===== src/rtl/saturate_rgb.sv =====
// saturate_rgb: three-channel clamp of wide contrast products to pixel range, with per-frame clip count.
// Latency: 1 cycle from in_* to out_*/sat_*/out_valid; sat_count updates on the edge that samples frame_start.
// Backpressure: none; the stage accepts a pixel every cycle.
//
// Ports:
//   clk, rst            clock (rising edge), synchronous active-high reset
//   in_valid, in_r/g/b  input pixel (IN_W bits per channel) and its qualifier
//   frame_start         first cycle of a new frame; independent of in_valid
//   out_r/g/b           clamped channels (OUT_W bits), registered
//   out_valid           registered in_valid
//   sat_r/g/b           per-channel clip flags for the pixel on the outputs
//   sat_count           clipped-pixel count of the previous completed frame
//
// Build option: define SATURATE_RGB_SIGNED_EN to treat inputs as two's complement
// (negative values clamp to 0 and flag as clipped). Default build is unsigned.

module saturate_rgb #(
    parameter int IN_W  = 10,
    parameter int OUT_W = 8,
    parameter int CNT_W = 20
) (
    input  logic             clk,
    input  logic             rst,
    input  logic             in_valid,
    input  logic             frame_start,
    input  logic [IN_W-1:0]  in_r,
    input  logic [IN_W-1:0]  in_g,
    input  logic [IN_W-1:0]  in_b,
    output logic [OUT_W-1:0] out_r,
    output logic [OUT_W-1:0] out_g,
    output logic [OUT_W-1:0] out_b,
    output logic             out_valid,
    output logic             sat_r,
    output logic             sat_g,
    output logic             sat_b,
    output logic [CNT_W-1:0] sat_count
);

    // Largest representable output value, expressed at input width for comparison.
    localparam logic [IN_W-1:0]  MAX_IN  = {{(IN_W-OUT_W){1'b0}}, {OUT_W{1'b1}}};
    localparam logic [OUT_W-1:0] MAX_OUT = {OUT_W{1'b1}};
    localparam logic [CNT_W-1:0] CNT_MAX = {CNT_W{1'b1}};
    localparam logic [CNT_W-1:0] CNT_ONE = {{(CNT_W-1){1'b0}}, 1'b1};

    // Returns {clipped, clamped_value}.
    function automatic logic [OUT_W:0] clamp(input logic [IN_W-1:0] v);
        logic [OUT_W:0] res;
`ifdef SATURATE_RGB_SIGNED_EN
        if (v[IN_W-1]) begin
            res = {1'b1, {OUT_W{1'b0}}};
        end else if (v > MAX_IN) begin
            res = {1'b1, MAX_OUT};
        end else begin
            res = {1'b0, v[OUT_W-1:0]};
        end
`else
        if (v > MAX_IN) begin
            res = {1'b1, MAX_OUT};
        end else begin
            res = {1'b0, v[OUT_W-1:0]};
        end
`endif
        return res;
    endfunction

    logic [OUT_W-1:0] out_r_d, out_r_q;
    logic [OUT_W-1:0] out_g_d, out_g_q;
    logic [OUT_W-1:0] out_b_d, out_b_q;
    logic             sat_r_d, sat_r_q;
    logic             sat_g_d, sat_g_q;
    logic             sat_b_d, sat_b_q;
    logic             out_valid_d, out_valid_q;
    logic [CNT_W-1:0] run_cnt_d, run_cnt_q;
    logic [CNT_W-1:0] sat_count_d, sat_count_q;
    logic             pix_clip;
    logic [CNT_W-1:0] run_cnt_inc;

    always_comb begin
        {sat_r_d, out_r_d} = clamp(in_r);
        {sat_g_d, out_g_d} = clamp(in_g);
        {sat_b_d, out_b_d} = clamp(in_b);
        out_valid_d        = in_valid;

        // Only qualified pixels contribute to the frame statistic.
        pix_clip    = in_valid & (sat_r_d | sat_g_d | sat_b_d);
        run_cnt_inc = (run_cnt_q == CNT_MAX) ? run_cnt_q : run_cnt_q + CNT_ONE;

        sat_count_d = sat_count_q;
        run_cnt_d   = pix_clip ? run_cnt_inc : run_cnt_q;
        if (frame_start) begin
            // Pixel coincident with frame_start belongs to the new frame.
            sat_count_d = run_cnt_q;
            run_cnt_d   = pix_clip ? CNT_ONE : '0;
        end
    end

    always_ff @(posedge clk) begin
        if (rst) begin
            out_r_q     <= '0;
            out_g_q     <= '0;
            out_b_q     <= '0;
            sat_r_q     <= 1'b0;
            sat_g_q     <= 1'b0;
            sat_b_q     <= 1'b0;
            out_valid_q <= 1'b0;
            run_cnt_q   <= '0;
            sat_count_q <= '0;
        end else begin
            out_r_q     <= out_r_d;
            out_g_q     <= out_g_d;
            out_b_q     <= out_b_d;
            sat_r_q     <= sat_r_d;
            sat_g_q     <= sat_g_d;
            sat_b_q     <= sat_b_d;
            out_valid_q <= out_valid_d;
            run_cnt_q   <= run_cnt_d;
            sat_count_q <= sat_count_d;
        end
    end

    assign out_r     = out_r_q;
    assign out_g     = out_g_q;
    assign out_b     = out_b_q;
    assign sat_r     = sat_r_q;
    assign sat_g     = sat_g_q;
    assign sat_b     = sat_b_q;
    assign out_valid = out_valid_q;
    assign sat_count = sat_count_q;

endmodule


===== config.mk =====
export PLATFORM = sky130hd
export DESIGN_NAME = saturate_rgb
export DESIGN_NICKNAME = d
export VERILOG_FILES = /design/src/rtl/saturate_rgb.sv
export SDC_FILE = /design/constraint.sdc
export NUM_CORES = 1
export LEC_CHECK = 0
export ABC_AREA = 1
export CAP_MARGIN = 10
export CORE_MARGIN = 1
export CORE_UTILIZATION = 40
export CTS_BUF_LIST = sky130_fd_sc_hd__clkbuf_4
export DETAILED_ROUTE_END_ITERATION = 8
export PLACE_DENSITY = 0.69
export SETUP_SLACK_MARGIN = 0.05
export SYNTH_ARGS = -nofsm -noshare
export SYNTH_HDL_FRONTEND = slang
export SYNTH_SLANG_ARGS = --single-unit

===== constraint.sdc =====
create_clock -name clk -period 3.5 [get_ports clk]
set_clock_uncertainty 0.1 [all_clocks]
set_input_delay 0.525 -clock clk [delete_from_list [all_inputs] [get_ports clk]]
set_output_delay 0.525 -clock clk [all_outputs]
set_load 0.02 [all_outputs]

### After elaboration in Yosys (flattened, before gate mapping)

Cells that the tools add are included.

* $add $sub $neg: 1
* order comparisons: 3
* eq/ne operators: 2
* muxes and demuxes: 7
* bitwise operators: 3
* reductions and logical operators: 2

Operators with widths (number)
* two-way mux 20 bit: 3
* greater-than comparator 10 x 8 -> 1 bit (second input constant): 3
* two-way mux 9 bit: 3
* adder 20 x 1 -> 20 bit (second input constant): 1
* equality test 20 bit (second input constant): 1
* != test 2 bit (second input constant): 1
* OR 1 bit: 2
* AND reduction 2 bit: 1
* nonzero test 2 bit: 1
* AND 1 bit: 1
* two-way mux 1 bit: 1

* flip-flop bits (word level): 68
* output and inout bits: 48
* logic and storage cells: 27

### Depth between registers and ports, before layout

* word-level depth: 7
* depth in mapped cells: 11
* depth with buffers taken out: 11

### Worst setup path before layout

Ideal clock, no wire load.

* kind: input port to flip-flop
* start point: in in_r[9]
* end point: reg run_cnt_q[11]
* arrival time: 1.457 ns
* slack: 1.830 ns
* cell stages on the path: 9
* cell sequence: nor2_1 > nand3_1 > nand2_1 > inv_2 > buf_6 > nand3_1 > nand2_1 > nand2_1 > nor2_1

* cells in the longest elaborated chain, start to end: 7

Ends and longest elaborated chain
* start: declaration: RTL line 26 `input logic [IN_W-1:0] in_r,`
* greater-than comparator 10 x 8 -> 1 bit: RTL line 57 `if (v > MAX_IN) begin`
* two-way mux 9 bit: RTL line 57
* OR 1 bit (2 in a row): RTL line 85 `pix_clip = in_valid & (sat_r_d | sat_g_d | sat_b_d);`
* AND 1 bit: RTL line 85
* nonzero test 2 bit (no source line)
* AND reduction 2 bit (no source line)
* end signal: assignment: RTL line 116 `run_cnt_q <= run_cnt_d;`
* end: declaration: RTL line 73 `logic [CNT_W-1:0] run_cnt_d, run_cnt_q;`

Every way passes these cells.
A chain may end at the register's enable or synchronous reset.

### Worst setup path after layout

* start point: in in_b[9]
* end point: reg run_cnt_q[13]

* cells in the longest elaborated chain, start to end: 6

Ends and longest elaborated chain
* start: declaration: RTL line 28 `input logic [IN_W-1:0] in_b,`
* greater-than comparator 10 x 8 -> 1 bit: RTL line 57
* two-way mux 9 bit: RTL line 57
* OR 1 bit: RTL line 85
* AND 1 bit: RTL line 85
* nonzero test 2 bit (no source line)
* AND reduction 2 bit (no source line)

Every way passes these cells.

==> impl_metrics.tcl <==
set metrics [dict create \
    core.rowCount 30 \
    outcome "completed" \
    synth_cell_types 31 \
    first_global_vias 2410 \
    finalSetupTns_ns 0 \
    slowest_stage "nor2_1" \
    grt_overflow 0 \
    grt_start_max_net_pins 35 \
    ant_nets 0 \
    hold_class "reg2reg" \
    die_h_um 85.4 \
    synth-async-reset-ratio_pct 0 \
    p_total_mw 1.56 \
    path_clk_slew_ns 0.11 \
    cts_tree "yes" \
    switching_share_pct 25.8 \
    grt_use_total_pct 19.1 \
    hold_violations 0 \
    crit_path_max_fanout 13 \
    power_density_mw_per_mm2 411 \
    drtPass1Iterations 4 \
    drv_slew 0 \
    clock.fmax_mhz 491 \
    critical-path-max-stage-delay_ns 0.42 \
    setup_ws_ns 1.46 \
    critPathKind "in2reg" \
    cts_root_buffer "clkbuf_4" \
    port_buffers 81 \
    vias 2563 \
    clock_latency_ns 0.41 \
    syn_nets 399 \
    synth_top_area_cell "dfxtp_1" \
    ys_seq_area_share_pct 49.0 \
    period_share_pct 58.2 \
    worst_hold_slack_ns 0.384 \
    synthFlopType "dfxtp_1" \
    pwr-share-comb_pct 14.9 \
    peakVddDrop_mv 0.194 \
    viasPerCell 4.84 \
    initial_utilization_pct 41.1 \
    crit_required_ns 3.71 \
    final_nets 480 \
    postCtsSetupRepairBufs 0 \
    maxSlewHeadroom_pct 35.2 \
    fillCellCount 637 \
    p_seq_share_pct 52.9 \
    synthTopCellsByArea "dfxtp_1 49%, nand2_1 11%, o21ai_0 8.1%" \
    p_clk_share_pct 32.2 \
    end_kind "flip-flop" \
    rsz0062_at_grt "false" \
    htreeDepth 3 \
    clkSinkCount 68 \
    finalWirelength_um 6520 \
    clockBufferDepth 2 \
    fin_area_mm2 0.00379 \
    postSynthAreaPerCell_um2 7.63 \
    synthCells 364 \
    cts-resized-gates 0 \
    gp_routability_congestion 0.844 \
    fp.dieArea_mm2 0.00728 \
    placed_cells 514 \
    crit_top_cell "nand2_1" \
    finalNonFillerCells 530 \
    numCtsBuffers 9 \
    total_leakage_power_nw 1.50 \
    period_minus_slack_ns 2.04 \
    yosysMostFrequentCell "nand2_1" \
    intPower_mw 1.16 \
    synth-seq-cells 68 \
    crit_chain "clkdlybuf4s50_1 > nor2_1 > nand3_1 > nand2_1 > inv_2 > nand2_4 > inv_1 > nand2_1 > a21oi_2" \
    finalSetupViolCount 0 \
    syn_area_mm2 0.00278 \
    grt_first_pass_wirelength_um 10900 \
    dp_hpwl_um 4550 \
    cp_num_buf_inv 3 \
    drt_iter0_markers 89 \
    die_x_um 85.4 \
    crit_arrival_ns 2.25 \
    startpoint_type "input pin" \
    drv_cap 0 \
    fin_util_pct 56.0 \
    switching_power_mw 0.402 \
    dp_slack_ns 1.04 \
    synth_common_cells "79 x nand2_1, 68 x dfxtp_1, 55 x nor2_1" \
    synth_edf_count 0 \
    yosys_warnings 0 \
    placed_area_mm2 0.00365 \
    ios 82 \
    core_mm2 0.00676 \
    diodes 0 \
    antenna_found_initial 0 \
    tightest_slew_ns 0.968 \
    drc 0 \
    cts_hold_buffers 0 \
    synth_top_area_share_pct 49.0 \
    drive_gt1_share_pct 9.33 \
    wl_per_cell_um 12.3 \
    crit_family "simple AND/OR/NAND/NOR gates" \
    syn2layout_area_growth_pct 36.2 \
]
-- logic make-up (layout without fill, tap and decap cells) --
kind of cell	after synthesis	count (layout)	share of synthesized area [%]
compound gates	72	72	13.6
xor+xnor	3	3	0.946
fa+ha+maj	1	1	0.450
buf+inv	48	134	7.07
flops	68	68	49.0
simple gates	172	172	29.0
-- flip-flops by register name, summed over array words and instances, names as in the netlist --
| signal | flops |
|---|---|
| sat_count | 20 |
| out_b | 8 |
| out_valid | 1 |
| sat_g | 1 |
| out_g | 8 |
| sat_b | 1 |
| sat_r | 1 |
| out_r | 8 |
| run_cnt_q | 20 |
-- tightest hold or removal path, delay by kind of cell, from the launching register on --
family | cells | cell delay, ns
flip-flops | 1 | 0.34
AND/OR/NAND/NOR | 1 | 0.06
AO/OA/AOI/OAI | 1 | 0.05
-- layout by cell type, fill, tap and decap left out, types with 2 or more instances in the layout --
master / synthesis / final
clkinv_2: 0 / 3
nor3_1: 3 / 3
clkdlybuf4s50_1: 0 / 81
nand2_1: 79 / 79
nand2_4: 2 / 2
nor2_4: 2 / 2
inv_1: 30 / 30
nand3_2: 5 / 5
o21bai_1: 3 / 3
buf_4: 0 / 5
nand4_1: 4 / 4
nand2_2: 2 / 2
nand3_1: 11 / 11
dfxtp_1: 68 / 68
o21ai_1: 3 / 3
xor2_1: 2 / 2
a21oi_1: 18 / 18
o21ai_0: 45 / 45
nor2_2: 4 / 4
clkbuf_4: 0 / 11
nor2_1: 55 / 55
nand3_4: 2 / 2
-- routing by layer --
metal,track usage [%],part of all wire [%],up-vias
met3,5.06,6.6,10
met1,23.1,47,1133
met4,7.88,1.5,0
li1,-,-,1336
met5,0,0,-
met2,32.4,44,84
-- final timing paths --
kind                                                start                          to  slack [ns]  cells after the start
worst max-delay path                              in_b[9]  run_cnt_q[13]$_SDFFE_PP0P_        1.46                      9
worst min-delay path            sat_count[1]$_SDFFE_PP0P_   sat_count[1]$_SDFFE_PP0P_        0.38                      2
worst max register to register  run_cnt_q[1]$_SDFFE_PP0P_  run_cnt_q[13]$_SDFFE_PP0P_        1.59                     10
worst min register to register  sat_count[1]$_SDFFE_PP0P_   sat_count[1]$_SDFFE_PP0P_        0.38                      2
-- power groups by stage --
stage | logic (mW) | registers, mW | clock network [mW]
2_1_floorplan | 0.0609 | 0.888 | 0
3_3_place_gp | 0.231 | 0.841 | 0
3_5_place_dp | 0.232 | 0.842 | 0
4_1_cts | 0.234 | 0.824 | 0.520
5_1_grt | 0.252 | 0.827 | 0.551
6_report | 0.232 | 0.823 | 0.502
-- layout make-up --
class	instances	area, µm²	area share (%)
Clock buffer	11	82.6	2.18
Clock inverter	5	52.6	1.39
Inverter	32	120	3.17
Multi-Input combinational cell	248	1220	32.3
Sequential cell	68	1360	36.0
Tap cell	80	100	2.64
Timing Repair Buffer	86	848	22.4
(Power assumes the default switching activity.)
